<file path="src/rtl/mc_controller_if.sv">
// Control interface between the multicycle MIPS datapath and its main control FSM.
// master: the controller; slave: the datapath side.
interface mc_controller_if #(
    parameter int unsigned STATE_W = 4
);
    logic [5:0]         op;
    logic [5:0]         funct;
    logic               zero;
    logic [14:0]        control_bus;
    logic [STATE_W-1:0] state;
    logic               retire;

    modport master (
        input  op, funct, zero,
        output control_bus, state, retire
    );

    modport slave (
        output op, funct, zero,
        input  control_bus, state, retire
    );
endinterface

</file>
<file path="src/rtl/mc_controller.sv">
// Main control FSM for the multicycle MIPS core; drives the packed datapath control_bus.
// Optional feature: define MC_CTRL_BNE_EN to add bne (op 000101) through the BRANCH state.
module mc_controller #(
    parameter int unsigned STATE_W = 4
) (
    input logic            clk,
    input logic            reset,
    mc_controller_if.master bus
);

    typedef enum logic [STATE_W-1:0] {
        StFetch, StDecode, StMemAdr, StMemRd, StMemWb, StMemWr,
        StExecute, StAluWb, StBranch, StAddiExec, StAddiWb, StJump
    } state_e;

    localparam logic [5:0] OpRtype = 6'b000000;
    localparam logic [5:0] OpLw    = 6'b100011;
    localparam logic [5:0] OpSw    = 6'b101011;
    localparam logic [5:0] OpBeq   = 6'b000100;
    localparam logic [5:0] OpAddi  = 6'b001000;
    localparam logic [5:0] OpJ     = 6'b000010;
    localparam logic [5:0] OpBne   = 6'b000101;

    localparam logic [2:0] AluAdd = 3'b010;
    localparam logic [2:0] AluSub = 3'b110;

    state_e state_q, state_d;

    logic       iord, mem_write, ir_write, pc_en, alu_src_a, reg_write, reg_dst, mem_to_reg;
    logic [1:0] pc_src, alu_src_b;
    logic [2:0] alu_control;
    logic       retire_c;
    logic       branch_taken;

    function automatic logic [2:0] funct_alu(input logic [5:0] f);
        case (f)
            6'b100000: return 3'b010;
            6'b100010: return 3'b110;
            6'b100100: return 3'b000;
            6'b100101: return 3'b001;
            6'b101010: return 3'b111;
            default:   return 3'b010;
        endcase
    endfunction

`ifdef MC_CTRL_BNE_EN
    logic is_bne_q;

    // Branch flavour is captured in DECODE so BRANCH does not depend on op.
    always_ff @(posedge clk) begin
        if (reset) begin
            is_bne_q <= 1'b0;
        end else if (state_q == StDecode) begin
            is_bne_q <= (bus.op == OpBne);
        end
    end

    assign branch_taken = is_bne_q ? ~bus.zero : bus.zero;
`else
    assign branch_taken = bus.zero;
`endif

    always_ff @(posedge clk) begin
        if (reset) begin
            state_q <= StFetch;
        end else begin
            state_q <= state_d;
        end
    end

    always_comb begin
        state_d     = StFetch;
        iord        = 1'b0;
        mem_write   = 1'b0;
        ir_write    = 1'b0;
        pc_en       = 1'b0;
        alu_src_a   = 1'b0;
        reg_write   = 1'b0;
        reg_dst     = 1'b0;
        mem_to_reg  = 1'b0;
        pc_src      = 2'b00;
        alu_src_b   = 2'b00;
        alu_control = 3'b000;
        retire_c    = 1'b0;
        case (state_q)
            StFetch: begin
                ir_write    = 1'b1;
                pc_en       = 1'b1;
                alu_src_b   = 2'b01;
                alu_control = AluAdd;
                state_d     = StDecode;
            end
            StDecode: begin
                alu_src_b   = 2'b11;
                alu_control = AluAdd;
                case (bus.op)
                    OpLw, OpSw: state_d = StMemAdr;
                    OpRtype:    state_d = StExecute;
                    OpBeq:      state_d = StBranch;
                    OpAddi:     state_d = StAddiExec;
                    OpJ:        state_d = StJump;
`ifdef MC_CTRL_BNE_EN
                    OpBne:      state_d = StBranch;
`endif
                    default:    state_d = StFetch;
                endcase
            end
            StMemAdr: begin
                alu_src_a   = 1'b1;
                alu_src_b   = 2'b10;
                alu_control = AluAdd;
                state_d     = (bus.op == OpSw) ? StMemWr : StMemRd;
            end
            StMemRd: begin
                iord    = 1'b1;
                state_d = StMemWb;
            end
            StMemWb: begin
                reg_write  = 1'b1;
                mem_to_reg = 1'b1;
                retire_c   = 1'b1;
            end
            StMemWr: begin
                iord      = 1'b1;
                mem_write = 1'b1;
                retire_c  = 1'b1;
            end
            StExecute: begin
                alu_src_a   = 1'b1;
                alu_control = funct_alu(bus.funct);
                state_d     = StAluWb;
            end
            StAluWb: begin
                reg_write = 1'b1;
                reg_dst   = 1'b1;
                retire_c  = 1'b1;
            end
            StBranch: begin
                alu_src_a   = 1'b1;
                alu_control = AluSub;
                pc_src      = 2'b01;
                pc_en       = branch_taken;
                retire_c    = 1'b1;
            end
            StAddiExec: begin
                alu_src_a   = 1'b1;
                alu_src_b   = 2'b10;
                alu_control = AluAdd;
                state_d     = StAddiWb;
            end
            StAddiWb: begin
                reg_write = 1'b1;
                retire_c  = 1'b1;
            end
            StJump: begin
                pc_src   = 2'b10;
                pc_en    = 1'b1;
                retire_c = 1'b1;
            end
            default: state_d = StFetch;
        endcase
    end

    // Reset forces all strobes low so an abandoned instruction never writes.
    assign bus.control_bus = reset ? 15'd0 :
        {iord, mem_write, ir_write, pc_en, alu_src_a, reg_write, reg_dst, mem_to_reg,
         pc_src, alu_src_b, alu_control};
    assign bus.retire = reset ? 1'b0 : retire_c;
    assign bus.state  = state_q;

endmodule

</file>
<file path="src/flat_wrapper.sv">
// flat-port wrapper written by rule: the top's interface ports become plain ports
module mc_controller_flat 
#(
    parameter int unsigned STATE_W = 4
)
  (clk, reset, bus_op, bus_funct, bus_zero, bus_control_bus, bus_state, bus_retire);
  mc_controller_if #(.STATE_W(STATE_W)) bus_i ();
  input logic clk;
  input logic reset;
  input wire logic [$bits(bus_i.op)-1:0] bus_op;
  input wire logic [$bits(bus_i.funct)-1:0] bus_funct;
  input wire logic [$bits(bus_i.zero)-1:0] bus_zero;
  output wire logic [$bits(bus_i.control_bus)-1:0] bus_control_bus;
  output wire logic [$bits(bus_i.state)-1:0] bus_state;
  output wire logic [$bits(bus_i.retire)-1:0] bus_retire;
  assign bus_i.op = bus_op;
  assign bus_i.funct = bus_funct;
  assign bus_i.zero = bus_zero;
  assign bus_control_bus = bus_i.control_bus;
  assign bus_state = bus_i.state;
  assign bus_retire = bus_i.retire;
  mc_controller #(.STATE_W(STATE_W)) u_core (.clk(clk), .reset(reset), .bus(bus_i));
endmodule
</file>
<file path="config.mk">
export PLATFORM = sky130hd
export DESIGN_NAME = mc_controller_flat
export DESIGN_NICKNAME = d
export VERILOG_FILES = /design/src/rtl/mc_controller_if.sv /design/src/rtl/mc_controller.sv /design/src/flat_wrapper.sv
export SDC_FILE = /design/constraint.sdc
export NUM_CORES = 1
export LEC_CHECK = 0
export CORE_MARGIN = 4
export CORE_UTILIZATION = 24
export CTS_CLUSTER_DIAMETER = 120
export CTS_CLUSTER_SIZE = 28
export DETAILED_ROUTE_END_ITERATION = 10
export DONT_BUFFER_PORTS = 1
export GPL_TIMING_DRIVEN = 0
export PLACE_DENSITY = 0.43
export RECOVER_POWER = 50
export SYNTH_ARGS = -nofsm -noshare
export SYNTH_HDL_FRONTEND = slang
export SYNTH_SLANG_ARGS = --single-unit
export TNS_END_PERCENT = 10
</file>
<file path="constraint.sdc">
create_clock -name clk -period 2.4 [get_ports clk]
set_input_delay 0.48 -clock clk [delete_from_list [all_inputs] [get_ports clk]]
set_output_delay 0.48 -clock clk [all_outputs]
set_load 0.02 [all_outputs]
</file>
==> summary.txt <==
Floorplanning
  • Core Area: 2040 µm²
  • Chip width: 55.1 µm
  • I/O pin count: 35
  • Initial Util: 26.1%
  • Die height: 55.1 µm
  • Cell Rows: 16
  • Die area: 3040 µm²

Yosys
  • Post-synth top area share: 15.0%
  • Seq/Total Area, Yosys: 15.0%
  • Netlist cell types: 32
  • Post-synth ARST share: 0%
  • Area leader, netlist: dfxtp_1
  • Yosys Warn Count: 0
  • Area contributors post-synth: dfxtp_1, a21oi_1, nor2_1
  • Syn avg cell area: 6.58 µm²
  • Synthesized instance count: 81
  • Mapped Area: 533 µm²
  • Leading register cell type out of synthesis: dfxtp_1
  • Post-synthesis register bit count: 4
  • Synth Net Count: 96
  • Count leader, synth: nor2_1
  • Number of synthesized flops with an enable pin: 0
  • Top cells by count, synth: nor2_1, a21oi_1, clkbuf_1, nor3_1

CTS
  • TritonCTS clock tree: done
  • Postcts setup bufs: 0
  • Clk_lat worst skew: 0.23 ns
  • CTS buffer count: 3
  • H-Tree Depth: 1
  • CTS Sinks: 4
  • Clock transition at the registers of the reported paths: 0.03 ns
  • Clk root buf: clkbuf_4
  • Max clock buf depth: 2

Placement
  • Routability cong.: 0.742
  • I/O Buffers: 0
  • Placed cells: 108
  • Post-detail-place hpwl: 1320 µm

Timing
  • Post-route minimum period: 2.35 ns
  • Fin. Hold Viols: 0
  • Actual slew at the worst max-slew pin: 0.639 ns
  • Slew Limit Fails: 0
  • Fmax: 425 MHz
  • Final setup vio count: 0
  • Final Skew: 0.00342 ns
  • Rel. slew slack: 57.1%
  • Tcrit/Tclk final: 98.1%
  • RSZ-0062 raised after global routing: yes

Final layout
  • Inserted Diodes: 0
  • Number of flip-flops under the largest register name: 4
  • Non-Filler Instances: 111
  • Layout area overhead: 27.0%
  • Layout cells sized above 1: 26.2%
  • Fin nets: 101

Min path
  • Hold Crit Class: input pin to flip-flop

Routing
  • Drc violations: 0
  • Antenna-violating nets left: 0
  • Drt pass-1 iters: 4
  • Vias per cell: 5.32
  • Routed wire per std cell: 15.4 µm
  • Via count: 590
  • Starting DRT DRC Count: 6
  • DRT Wirelength: 1700 µm
  • DR top layer: met3
  • Routed met3 length: 169 µm
  • Metal2 WL: 750 µm
  • Routed met1 length: 784 µm

Global route
  • Total track usage: 11.4%
  • Vias in the first global route: 557
  • Grt total ovfl: 0
  • Largest net degree at the start of global routing: 11
  • Initial antenna violation count: 0
  • Global-route wire length before repair: 2490 µm

Job
  • Maxcap violations: 0

Outcome
  • Outcome: finished clean

Worst setup path
  • WP data arrival: 1.87 ns
  • Setup CP Type: flip-flop to output port
  • Worst Path Required: 1.92 ns
  • CP endpoint kind: output port
  • Critical path peak fanout: 6
  • Startpoint types: flip-flop

Power
  • PwrDens: 310 nW/µm²
  • P_leak: 0.000198 µW
  • Power, Total: 210 µW
  • Maximum VDD drop: 0.317 mV
==> repair_timing <==
item / 4_1_cts / 5_1_grt
resized for setup: 14 / 5
hold endpoints to repair: 0 / 0
pin swaps: 0 / 0
cloned: 0 / 0
endpoints found under the setup margin: 9 / 8
hold buffers: 0 / 0
==> cells by family (layout without fill, tap and decap cells) <==
logic type | after synthesis | count (layout) | share of synthesized area, %
DFF | 4 | 4 | 15.0
and+or+nand+nor | 43 | 43 | 47.9
buffers and inverters | 10 | 13 | 7.04
xor gates and xnor gates | 2 | 2 | 3.29
AOI/OAI and AO/OA | 22 | 22 | 26.8
==> metal layers <==
metal	up-vias	GRT usage, %
met5	-	0
met4	0	1.21
met3	0	6.17
met2	26	18.3
met1	262	13.7
li1	302	-
==> final cells by class <==
class                           count  area, µm²
Buffer                              6       28.8
Tap cell                           27       33.8
Sequential cell                     4       83.8
Clock buffer                        3       22.5
Multi-Input combinational cell     67        493
Inverter                            4       15.0
Fill cell                         240       1370
==> worst max-delay path, cell delays in order (launching register included) <==
cell	delay, ns
dfxtp_1	0.44
or3_4	0.45
or4b_4	0.53
o21bai_4	0.23
==> stage by stage <==
step	utilization [%]	setup TNS (ns)	setup slack (ns)	cell area [µm²]	hold slack (ns)
after floorplan	-	0	0.0917	533	0.632
after global placement	27.8	-0.313	-0.174	567	0.647
after detailed placement	27.8	-0.302	-0.175	567	0.639
after CTS	32.2	-0.00958	-0.00670	658	0.398
after global routing	33.1	-0.0655	-0.0239	677	0.386
final	33.1	0	0.0459	677	0.409
==> cells in the final DEF, fill, tap and decap left out, types with 2 or more instances in the layout <==
cell type and instances:
a21oi_1 9, nor2_1 10, nor3_1 3, nand3b_1 3, nand2b_1 4, nand3_1 3
clkbuf_2 2, nand2_1 4, o21bai_1 2, nor3_2 2, clkbuf_1 3, xnor2_1 2
dfxtp_1 3, inv_1 3, clkbuf_4 4, a211oi_2 2, nor4_4 2, o21ai_0 2
==> report_power, final <==
part | leakage (µW) | total, µW | internal [µW] | switching, µW
Sequential | 0.0000334 | 74.9 | 68.0 | 6.94
Combinational | 0.000150 | 56.9 | 19.8 | 37.2
Clock | 0.0000138 | 78.2 | 55.6 | 22.6
Total | 0.000198 | 210 | 143 | 66.7
==> path summary, 6_finish.rpt <==
kind | start | end | slack [ns] | depth (start not counted)
hold / removal | bus_op[2] | u_core.bus.state[3] | 0.41 | 2
setup reg to reg | u_core.bus.state[3] | u_core.bus.state[2] | 0.64 | 4
setup / recovery | u_core.bus.state[3] | bus_control_bus[2] | 0.05 | 3
hold reg to reg | u_core.bus.state[2] | u_core.bus.state[1] | 0.69 | 3
No activity file was read; power rests on OpenSTA's default activity.
